**config.mk**
```make
export PLATFORM = sky130hd
export DESIGN_NAME = led_status_blinker_flat
export DESIGN_NICKNAME = d
export VERILOG_FILES = /design/src/rtl/led_status_blinker_if.sv /design/src/rtl/led_status_blinker.sv /design/src/flat_wrapper.sv
export SDC_FILE = /design/constraint.sdc
export NUM_CORES = 1
export LEC_CHECK = 0
export CORE_ASPECT_RATIO = 0.7
export CORE_UTILIZATION = 50
export CTS_BUF_LIST = sky130_fd_sc_hd__clkbuf_8 sky130_fd_sc_hd__clkbuf_16
export CTS_CLUSTER_DIAMETER = 50
export DETAILED_ROUTE_END_ITERATION = 8
export GPL_TIMING_DRIVEN = 0
export PLACE_DENSITY = 0.65
export SYNTH_ARGS = -nofsm -noshare
export SYNTH_HDL_FRONTEND = slang
export SYNTH_SLANG_ARGS = --single-unit
export TNS_END_PERCENT = 50
```
**constraint.sdc**
```tcl
create_clock -name CLK -period 3.6 [get_ports CLK]
set_clock_uncertainty 0.1 [all_clocks]
set_input_delay 0.72 -clock CLK [delete_from_list [all_inputs] [get_ports CLK]]
set_output_delay 0.72 -clock CLK [all_outputs]
set_load 0.1 [all_outputs]
```
**src/rtl/led_status_blinker_if.sv**
```systemverilog
// Status flags in, blink/strobe/LED outputs out for the front-panel status block.
interface led_status_blinker_if;
  logic       rx_ready;
  logic       rx_dec_err;
  logic       rx_ovf_err;
  logic       rx_fifo_full;
  logic       fifo_full;
  logic       clk_locked;
  logic       clk_slow;
  logic       ce_slow;
  logic       clk_fast;
  logic       ce_fast;
  logic [4:0] led;

  modport master (
    output rx_ready, rx_dec_err, rx_ovf_err, rx_fifo_full, fifo_full, clk_locked,
    input  clk_slow, ce_slow, clk_fast, ce_fast, led
  );

  modport slave (
    input  rx_ready, rx_dec_err, rx_ovf_err, rx_fifo_full, fifo_full, clk_locked,
    output clk_slow, ce_slow, clk_fast, ce_fast, led
  );
endinterface

```
**src/rtl/led_status_blinker.sv**
```systemverilog
// Slow/fast blink dividers with CE strobes, status-flag synchronisers and
// front-panel LED drive (receiver health on LED[3], system alive on LED[4]).
module led_status_blinker #(
  parameter int unsigned SLOW_DIVISOR = 40000000,
  parameter int unsigned FAST_DIVISOR = 13333333
) (
  input  logic                 CLK,
  input  logic                 RESET_N,
  led_status_blinker_if.slave  stat_if
);

  localparam int unsigned SLOW_W = (SLOW_DIVISOR > 2) ? $clog2(SLOW_DIVISOR) : 1;
  localparam int unsigned FAST_W = (FAST_DIVISOR > 2) ? $clog2(FAST_DIVISOR) : 1;
  localparam logic [SLOW_W-1:0] SLOW_LAST = SLOW_W'(SLOW_DIVISOR - 1);
  localparam logic [SLOW_W-1:0] SLOW_HALF = SLOW_W'(SLOW_DIVISOR / 2);
  localparam logic [FAST_W-1:0] FAST_LAST = FAST_W'(FAST_DIVISOR - 1);
  localparam logic [FAST_W-1:0] FAST_HALF = FAST_W'(FAST_DIVISOR / 2);

  localparam int unsigned NSTAT     = 6;
  localparam int unsigned S_RDY     = 0;
  localparam int unsigned S_DEC     = 1;
  localparam int unsigned S_OVF     = 2;
  localparam int unsigned S_RXFULL  = 3;
  localparam int unsigned S_FIFO    = 4;
  localparam int unsigned S_LOCK    = 5;

  logic [SLOW_W-1:0] slow_cnt_q, slow_cnt_d;
  logic [FAST_W-1:0] fast_cnt_q, fast_cnt_d;
  logic              slow_clk_q, slow_clk_d, slow_ce_q, slow_ce_d;
  logic              fast_clk_q, fast_clk_d, fast_ce_q, fast_ce_d;
  logic [NSTAT-1:0]  status_c;
  logic [NSTAT-1:0]  sync1_q, sync2_q;
  logic              led_rx_q, led_rx_d, led_alive_q, led_alive_d;

  assign status_c = {stat_if.clk_locked, stat_if.fifo_full, stat_if.rx_fifo_full,
                     stat_if.rx_ovf_err, stat_if.rx_dec_err, stat_if.rx_ready};

  // Outputs decode from the next count so they are clean flop outputs.
  always_comb begin
    slow_cnt_d  = (slow_cnt_q == SLOW_LAST) ? '0 : slow_cnt_q + SLOW_W'(1);
    fast_cnt_d  = (fast_cnt_q == FAST_LAST) ? '0 : fast_cnt_q + FAST_W'(1);
    slow_clk_d  = (slow_cnt_d >= SLOW_HALF);
    slow_ce_d   = (slow_cnt_d == SLOW_LAST);
    fast_clk_d  = (fast_cnt_d >= FAST_HALF);
    fast_ce_d   = (fast_cnt_d == FAST_LAST);
    led_rx_d    = sync2_q[S_RDY] &
                  ((sync2_q[S_DEC] ? fast_clk_q : slow_clk_q) |
                   sync2_q[S_OVF] | sync2_q[S_RXFULL]);
    led_alive_d = (slow_clk_q | sync2_q[S_FIFO]) & sync2_q[S_LOCK];
  end

  always_ff @(posedge CLK or negedge RESET_N) begin
    if (!RESET_N) begin
      slow_cnt_q  <= '0;
      fast_cnt_q  <= '0;
      slow_clk_q  <= 1'b0;
      slow_ce_q   <= 1'b0;
      fast_clk_q  <= 1'b0;
      fast_ce_q   <= 1'b0;
      sync1_q     <= '0;
      sync2_q     <= '0;
      led_rx_q    <= 1'b0;
      led_alive_q <= 1'b0;
    end else begin
      slow_cnt_q  <= slow_cnt_d;
      fast_cnt_q  <= fast_cnt_d;
      slow_clk_q  <= slow_clk_d;
      slow_ce_q   <= slow_ce_d;
      fast_clk_q  <= fast_clk_d;
      fast_ce_q   <= fast_ce_d;
      sync1_q     <= status_c;
      sync2_q     <= sync1_q;
      led_rx_q    <= led_rx_d;
      led_alive_q <= led_alive_d;
    end
  end

  assign stat_if.clk_slow = slow_clk_q;
  assign stat_if.ce_slow  = slow_ce_q;
  assign stat_if.clk_fast = fast_clk_q;
  assign stat_if.ce_fast  = fast_ce_q;
  assign stat_if.led      = {led_alive_q, led_rx_q, 3'b000};

endmodule

```
**src/flat_wrapper.sv**
```systemverilog
// flat-port wrapper written by rule: the top's interface ports become plain ports
module led_status_blinker_flat 
#(
  parameter int unsigned SLOW_DIVISOR = 40000000,
  parameter int unsigned FAST_DIVISOR = 13333333
)
  (CLK, RESET_N, stat_if_rx_ready, stat_if_rx_dec_err, stat_if_rx_ovf_err, stat_if_rx_fifo_full, stat_if_fifo_full, stat_if_clk_locked, stat_if_clk_slow, stat_if_ce_slow, stat_if_clk_fast, stat_if_ce_fast, stat_if_led);
  led_status_blinker_if stat_if_i ();
  input  logic CLK;
  input  logic RESET_N;
  input wire logic [$bits(stat_if_i.rx_ready)-1:0] stat_if_rx_ready;
  input wire logic [$bits(stat_if_i.rx_dec_err)-1:0] stat_if_rx_dec_err;
  input wire logic [$bits(stat_if_i.rx_ovf_err)-1:0] stat_if_rx_ovf_err;
  input wire logic [$bits(stat_if_i.rx_fifo_full)-1:0] stat_if_rx_fifo_full;
  input wire logic [$bits(stat_if_i.fifo_full)-1:0] stat_if_fifo_full;
  input wire logic [$bits(stat_if_i.clk_locked)-1:0] stat_if_clk_locked;
  output wire logic [$bits(stat_if_i.clk_slow)-1:0] stat_if_clk_slow;
  output wire logic [$bits(stat_if_i.ce_slow)-1:0] stat_if_ce_slow;
  output wire logic [$bits(stat_if_i.clk_fast)-1:0] stat_if_clk_fast;
  output wire logic [$bits(stat_if_i.ce_fast)-1:0] stat_if_ce_fast;
  output wire logic [$bits(stat_if_i.led)-1:0] stat_if_led;
  assign stat_if_i.rx_ready = stat_if_rx_ready;
  assign stat_if_i.rx_dec_err = stat_if_rx_dec_err;
  assign stat_if_i.rx_ovf_err = stat_if_rx_ovf_err;
  assign stat_if_i.rx_fifo_full = stat_if_rx_fifo_full;
  assign stat_if_i.fifo_full = stat_if_fifo_full;
  assign stat_if_i.clk_locked = stat_if_clk_locked;
  assign stat_if_clk_slow = stat_if_i.clk_slow;
  assign stat_if_ce_slow = stat_if_i.ce_slow;
  assign stat_if_clk_fast = stat_if_i.clk_fast;
  assign stat_if_ce_fast = stat_if_i.ce_fast;
  assign stat_if_led = stat_if_i.led;
  led_status_blinker #(.SLOW_DIVISOR(SLOW_DIVISOR), .FAST_DIVISOR(FAST_DIVISOR)) u_core (.CLK(CLK), .RESET_N(RESET_N), .stat_if(stat_if_i));
endmodule
```
== Yosys cells after proc, flatten, opt, wreduce, memory -nomap -nowiden ==
Cells that the tools add are included.
Word-level totals
  register bits: 68
  input bits: 8
  output and inout port bits: 9
Cells by class
  muxes and demuxes: 3
  equal/unequal tests: 4
  bitwise gates (word level): 5
  magnitude comparators: 2
  add/sub/neg operators: 2
Operator list (number)
  == test 26 bit (second input constant): 2
  == test 24 bit (second input constant): 2
  adder 26 x 1 -> 26 bit (second input constant): 1
  >= comparator 26 x 25 -> 1 bit (second input constant): 1
  two-way mux 26 bit: 1
  adder 24 x 1 -> 24 bit (second input constant): 1
  >= comparator 24 x 23 -> 1 bit (second input constant): 1
  two-way mux 24 bit: 1
  bitwise OR 1 bit: 3
  AND 1 bit: 2
  two-way mux 1 bit: 1

== Longest topological paths before layout ==
Gate-level depths: netlist of run 1.
  word-level depth: 4
  gate-level depth with buffers: 9
  depth with buffers taken out: 9

== Worst setup path after synthesis of run 1 ==
Ideal clock, no wire load.
  kind: reg-to-reg
  from: register u_core.slow_cnt_q[12]
  to: register u_core.slow_ce_q (netlist: u_core.stat_if.ce_slow)
  data required time: 3.404 ns
  arrival: 2.574 ns
  cell stages (with the launch flop): 9
  period minus slack after synthesis: 2.770 ns
  path slack: 0.830 ns
  cells stage by stage: dfrtp_1 buf_2 nand4_1 or4_4 buf_6 or4_4 xor2_1 or4_4 nor4_2
Between the ends
  word-level cells in the longest chain between the ends: 3
RTL lines
  from (decl): RTL line led_status_blinker.sv:27  | logic [SLOW_W-1:0] slow_cnt_q, slow_cnt_d;
  from (signal assigned): RTL line led_status_blinker.sv:65  | slow_cnt_q <= slow_cnt_d;
  adder 26 x 1 -> 26 bit or == test 26 bit (tied branches): RTL line led_status_blinker.sv:40  | slow_cnt_d = (slow_cnt_q == SLOW_LAST) ? '0 : slow_cnt_q + SLOW_W'(1);
  two-way mux 26 bit (*): RTL line led_status_blinker.sv:40
  == test 26 bit (*): RTL line led_status_blinker.sv:43  | slow_ce_d = (slow_cnt_d == SLOW_LAST);
  net u_core.slow_ce_d: RTL line led_status_blinker.sv:29  | logic slow_clk_q, slow_clk_d, slow_ce_q, slow_ce_d;
  to (signal assigned): RTL line led_status_blinker.sv:68  | slow_ce_q <= slow_ce_d;
  to (decl): RTL line led_status_blinker.sv:29
The timed path passes the listed nets; every way through them passes the cells marked *.

== Final worst setup path of run 1 ==
  from: register u_core.slow_cnt_q[0]
  to: register u_core.slow_clk_q (netlist: u_core.stat_if.clk_slow)
Between the ends
  word-level cells in the longest chain between the ends: 3
RTL lines
  adder 26 x 1 -> 26 bit or == test 26 bit (tied branches): RTL line led_status_blinker.sv:40
  two-way mux 26 bit (*): RTL line led_status_blinker.sv:40
  net u_core.slow_cnt_d[17]: RTL line led_status_blinker.sv:27
  >= comparator 26 x 25 -> 1 bit (*): RTL line led_status_blinker.sv:42  | slow_clk_d = (slow_cnt_d >= SLOW_HALF);
  net u_core.slow_clk_d: RTL line led_status_blinker.sv:29
  to (signal assigned): RTL line led_status_blinker.sv:67  | slow_clk_q <= slow_clk_d;
  to (decl): RTL line led_status_blinker.sv:29
Marked as above.

==> results of run 1 <==
[layer usage]
metal  global-route usage  vias up
met2                0.295       89
li1                     -     1340
met3               0.0645       10
met5                    0        -
met4               0.0762        0
met1                0.372     1372
[what timing repair did]
item | 4_1_cts | 5_1_grt
gates resized for setup | 0 | 4
setup endpoints to repair | 0 | 3
hold endpoints to repair | 0 | 0
[final cells by class]
type | count | area share
clock buffer | 9 | 0.0309
multi-input combinational | 255 | 0.425
clock inverter | 7 | 0.0168
timing repair buffer | 13 | 0.0318
sequential | 68 | 0.424
buffer | 21 | 0.0268
inverter | 16 | 0.0150
tap | 94 | 0.0293
[worst paths after layout]
kind,endpoint,slack [ps],depth (start not counted)
worst max-delay path,u_core.stat_if.clk_slow,320,9
worst min-delay path,u_core.sync2_q[5],250,0
worst max register to register,u_core.stat_if.clk_slow,320,9
worst min register to register,u_core.sync2_q[5],250,0
max in group asynchronous,u_core.fast_cnt_q[12],2450,1
min in group asynchronous,u_core.slow_cnt_q[20],360,1
[power by group through the flow]
stage | Sequential, mW | Clock (mW) | Combinational [mW]
2_1_floorplan | 0.788 | 0 | 0.0290
6_report | 0.773 | 0.624 | 0.0529
3_5_place_dp | 0.789 | 0 | 0.0538
4_1_cts | 0.774 | 0.643 | 0.0542
3_3_place_gp | 0.789 | 0 | 0.0540
5_1_grt | 0.774 | 0.673 | 0.0578
[registers in the layout, summed over array words and instances, names as in the netlist]
name	count
u_core.fast_cnt_q	24
u_core.led_alive_q	1
u_core.led_rx_q	1
u_core.slow_cnt_q	26
u_core.stat_if.ce_fast	1
u_core.stat_if.ce_slow	1
u_core.stat_if.clk_fast	1
u_core.stat_if.clk_slow	1
u_core.sync1_q	6
u_core.sync2_q	6
[worst max-delay path: stages (launching register included)]
cell      delay [ps]
dfrtp_1          420
ha_1             220
and3_1           160
clkbuf_1         290
nand3_1          360
nor4_4           560
buf_2            330
nor2_1           110
o311ai_0         440
o211ai_1         150
[per-stage QoR]
step	hold WS [ps]	utilization	instance area, sq um	power, mW	instances
after floorplan	231	-	3550	0.817	360
after detailed placement	237	0.559	3790	0.843	467
final	254	0.591	4010	1.45	483
after CTS	255	0.587	3990	1.47	483
after global routing	262	0.591	4010	1.50	483
after global placement	232	0.559	3800	0.843	467
[cells in the mapped netlist, types with 2 or more instances]
cell type  number  area share
o31ai_1         2      0.0042
a21oi_1         5      0.0071
and4_1          7       0.017
and2_1          2      0.0035
o211a_1         2      0.0057
buf_2           2      0.0028
or4_1           4      0.0085
nand2_1        20       0.021
a31oi_1         3      0.0053
o21ai_0         6      0.0085
nor3_1          5      0.0071
nand3b_1        6       0.013
nor4bb_1        3      0.0085
buf_1           2      0.0021
nand4_1        21       0.037
ha_1            3       0.011
xnor2_1        23       0.057
nand3_1        22       0.031
inv_1          16       0.017
and3_1          6       0.011
dfrtp_1        68        0.48
o311ai_0        3      0.0074
buf_4           5       0.011
nor2_1         37       0.039
o2111ai_1       2      0.0049
a211oi_1        2      0.0042
xor2_1         21       0.052
o21a_1          3      0.0064
or4_4           3      0.0095
nor2b_1         2      0.0035
o211ai_1        3      0.0064
clkbuf_1       11       0.012
nor4_1         15       0.027
[cells by family (layout without fill, tap and decap cells)]
kind of cell	after synthesis	count (layout)
AND/OR/NAND/NOR	166	166
flip-flops	68	68
XOR/XNOR	44	44
AO/OA/AOI/OAI	37	37
buffers and inverters	37	66
adder cells (fa/ha/maj)	3	3
multiplexers	2	2
other	1	3
==> flow_summary.ini, run 1 <==
[clock_network]
clockRootBuffer = clkbuf_8
clkSlewWorstSetupHoldPaths_ps = 80
cts.sinks = 68
hold_buffers = 0
cts_buffers = 9
clk_latency_ps = 350
h-tree-depth = 3
clk_path_buf_depth = 2
post_cts_buffers = 0
tritoncts = built

[placed_design]
dpl.hpwl_um = 5580
gp_congestion = 0.903
pre_cts_slack_ps = 43.6
port_buffers = 13

[yosys]
synthDistinctLibCells = 56
synth_edf_count = 0
ys_ff_latch = 68
synth_area_sq_mm = 0.00354
synth_compound_gate_area_share = 0.0753
synth_cells = 358
synth-simple-area-share = 0.270
synthArstFlopShare = 1.00
synth_top_family_by_area = simple AND/OR/NAND/NOR gates
yosysSeqAreaShare = 0.481
yosysWarnings = 0
synth_mux_area_frac = 0.00601
synthAdderAreaFrac = 0.0106
synth_flop_cell = dfrtp_1
syn_avg_cell_area_sq_um = 9.89
synth_xor_area_frac = 0.109

[power_and_ir_drop]
p_int_mw = 1.10
power_switching_share = 0.240
p_switching_mw = 0.349
comb_power_share = 0.036
p_leak_nw = 1.65
ir_worst_vdd_v = 0.000198
power.density_mw_per_mm2 = 361
pwr-share-seq = 0.533
p_clk_frac = 0.430

[global_routing]
grt_pass1_vias = 2518
track_usage = 0.233
antenna_found_initial = 0
grt_pass1_wl_um = 12900
overflow = 0
grt_max_degree = 69

[detailed_routing]
drtIter0Drc = 167
top_layer_used = met4
vias_per_cell = 5.82
via_count = 2811
finalWirelength_um = 7950
wl_per_cell_um = 16.4
dr_wl_met2_um = 3110
route.detailed.drc = 0
wl_met1_um = 4210
wl_met3_um = 545
antenna_left = 0
drt-pass1-iter-count = 5

[floorplan]
die-area_sq_mm = 0.00743
rows = 25
top_level_ports = 17
die_h_um = 72.4
coreArea_sq_mm = 0.00679
die-width_um = 103
start_util = 0.522

[worst_setup_path]
end_kind = flip-flop
cp-start-kind = flip-flop
arrival_ps = 3390
crit-reg2reg-launch = u_core.slow_cnt_q[0]
critPathLaunch = u_core.slow_cnt_q[0]
crit_path_max_fanout = 10
crit_type = reg2reg
cp.required_ps = 3710

[timing]
finalCriticalPeriod_ps = 3280
setup_tns_ps = 0
worstMarginPinSlew_ps = 962
timing.final.crit_share = 0.910
setup_ws_ps = 324
hold_viol = 0
max_freq_mhz = 305
relSlewSlack = 0.356
rsz0062_at_grt = false
slew_violations = 0
setup_viol = 0

[layout]
multi_input_area_sq_mm = 0.00171
fill_cells = 608
regArea_sq_mm = 0.00170
syn2layout_area_growth_pct = 13.3
layout-drive-gt1-share = 0.0977
fin_nets = 395
n_antenna_cell = 0
layout_commonest_cell = dfrtp_1
final_cell_mix = 68 x dfrtp_1, 37 x nor2_1, 23 x xnor2_1

[worst_hold_path]
worstHoldStart = u_core.sync1_q[5]
min_path_type = reg2reg

[run_status]
outcome = completed

[run]
cap_viol_max_count = 0
Note: power is estimated with default switching activity, not from simulation.
==> inputs of run 2 (changes only) <==
--- a/config.mk
+++ b/config.mk
@@ -7,11 +7,11 @@
 export LEC_CHECK = 0
 export CORE_ASPECT_RATIO = 0.7
 export CORE_UTILIZATION = 50
-export CTS_BUF_LIST = sky130_fd_sc_hd__clkbuf_8 sky130_fd_sc_hd__clkbuf_16
 export CTS_CLUSTER_DIAMETER = 50
 export DETAILED_ROUTE_END_ITERATION = 8
 export GPL_TIMING_DRIVEN = 0
 export PLACE_DENSITY = 0.65
+export RECOVER_POWER = 50
 export SYNTH_ARGS = -nofsm -noshare
 export SYNTH_HDL_FRONTEND = slang
 export SYNTH_SLANG_ARGS = --single-unit
==> constraint.sdc (replaced) <==
create_clock -name CLK -period 3.81 [get_ports CLK]
set_clock_uncertainty 0.1 [all_clocks]
set_input_delay 0.762 -clock CLK [delete_from_list [all_inputs] [get_ports CLK]]
set_output_delay 0.762 -clock CLK [all_outputs]
set_load 0.1 [all_outputs]
==> run 2 against run 1 <==
Net effect: the flow now finishes with violations (max-capacitance violations, max-slew violations); final cell count did not move; worst hold slack barely moved; clock power fell by 5.3%; worst setup slack got worse by 95 ps; utilization fell by 0.35 points; sequential share of layout area rose by 0.25 points; sequential power fell by 5.4%; critical path depth fell by 2; clock-buffer cell count rose by 1; cell area fell by 0.59%; first-iteration DRC count rose by 9.0%; largest cell class is now flip-flops and latches; largest power group unchanged; highest routed layer unchanged.
==> flow_summary.ini, run 2 (synthesis results as in run 1) <==
[power_and_ir_drop]
ir_worst_vdd_v = 0.000187
power.density_mw_per_mm2 = 343
p_leak_nw = 1.63

[timing]
slew_violations = 69
max_freq_mhz = 279
setup_viol = 0
setup_ws_ps = 229
hold_viol = 0
relSlewSlack = -0.111
timing.final.crit_share = 0.940
rsz0062_at_grt = false
finalCriticalPeriod_ps = 3580
worstMarginPinSlew_ps = 1670

[clock_network]
tritoncts = built
h-tree-depth = 3
clk_path_buf_depth = 2
cts_buffers = 9
post_cts_buffers = 0
clk_latency_ps = 340
clkSlewWorstSetupHoldPaths_ps = 80
cts.sinks = 68
clockRootBuffer = clkbuf_8

[worst_setup_path]
critPathLaunch = u_core.fast_cnt_q[8]
arrival_ps = 3690
cp.required_ps = 3920
worstRegToRegCells = 7
endpoint = u_core.stat_if.ce_fast
r2r_setup_slack_ps = 230
crit_path_max_fanout = 10
r2r-end = u_core.stat_if.ce_fast
crit-reg2reg-launch = u_core.fast_cnt_q[8]
crit_type = reg2reg
end_kind = flip-flop
cp-start-kind = flip-flop

[placed_design]
port_buffers = 13
dpl.hpwl_um = 5580
place_inst = 467
gp_congestion = 0.903
pre_cts_slack_ps = 254

[detailed_routing]
route.detailed.drc = 0
drt-pass1-iter-count = 5
via_count = 2794
antenna_left = 0
vias_per_cell = 5.78
wl_per_cell_um = 16.4
drtIter0Drc = 182
finalWirelength_um = 7920

[global_routing]
met1_usage = 0.372
grtUsageMet3 = 0.0645
overflow = 0
grt_pass1_wl_um = 12900
grtUsageMet2 = 0.295
track_usage = 0.233
grt_max_degree = 69
grt_pass1_vias = 2518
grt_busiest_layer = met1
antenna_found_initial = 0

[floorplan]
rows = 25
die-width_um = 103
die-area_sq_mm = 0.00743
start_util = 0.522
coreArea_sq_mm = 0.00679
top_level_ports = 17
die_h_um = 72.4

[layout]
final_cell_mix = 68 x dfrtp_1, 37 x nor2_1, 23 x xnor2_1
fin_util = 0.588
fill_cells = 611
reg_top3 = u_core.slow_cnt_q: 26 flops, u_core.fast_cnt_q: 24 flops
largest_register_ffs = 26
regMostFlops = u_core.slow_cnt_q
layout_commonest_cell = dfrtp_1
syn2layout_area_growth_pct = 12.7
fin_nets = 395
n_antenna_cell = 0
layout.cells.non_filler = 483
layout-drive-gt1-share = 0.0925

[run_status]
failed_checks = max-capacitance violations, max-slew violations
outcome = complete, but fails checks

[run]
cap_viol_max_count = 1

[worst_hold_path]
min_path_type = reg2reg
-- run 2: how the worst min path moves through the flow --
stage                             end              start  cells past startpoint  slack [ps]
global route        u_core.sync2_q[2]  u_core.sync1_q[2]                      0         260
finish              u_core.sync2_q[2]  u_core.sync1_q[2]                      0         250
global placement    u_core.sync2_q[5]  u_core.sync1_q[5]                      0         230
floorplan           u_core.sync2_q[0]  u_core.sync1_q[0]                      0         230
CTS                 u_core.sync2_q[5]  u_core.sync1_q[5]                      0         260
detailed placement  u_core.sync2_q[2]  u_core.sync1_q[2]                      0         240
-- run 2: critical path, stage by stage (launching register included) --
cell,delay (ps)
dfrtp_1,330
clkbuf_1,320
nand4_1,240
nor4_1,1020
nand3_1,200
xnor2_1,230
or4_1,570
nor4_1,440
-- run 2: final cells by class --
class                           instances  area, sq um  area share
Sequential cell                        68         1700       0.427
Multi-Input combinational cell        255         1690       0.423
Clock buffer                           10          128      0.0320
Timing Repair Buffer                   13          125      0.0314
Tap cell                               94          118      0.0295
Buffer                                 21          108      0.0270
Clock inverter                          6         63.8      0.0160
Inverter                               16         60.1      0.0151
-- run 2: where the power goes --
group / total (mW) / switching (mW) / internal, mW
registers: 0.731 / 0.00211 / 0.729
clock network: 0.591 / 0.288 / 0.302
logic: 0.0485 / 0.0377 / 0.0108
-- run 2: through the flow --
step	cell area, sq um	power [mW]	setup TNS (ps)	hold WS, ps
floorplan	3550	0.772	0	231
global placement	3800	0.796	-24290	232
detailed placement	3790	0.796	0	237
CTS	3990	1.39	0	255
global route	3990	1.42	0	262
finish	3990	1.37	0	254
-- run 2: routing by layer --
metal	vias up	wire, um	part of all wire
met5	-	0	0
met4	0	85	0.011
met3	10	535	0.068
met2	88	3080	0.39
met1	1355	4220	0.53
li1	1341	-	-
-- run 2: what timing repair did --
action,CTS,global route
hold buffers,0,0
resized for setup,0,1
setup endpoints to repair,0,1
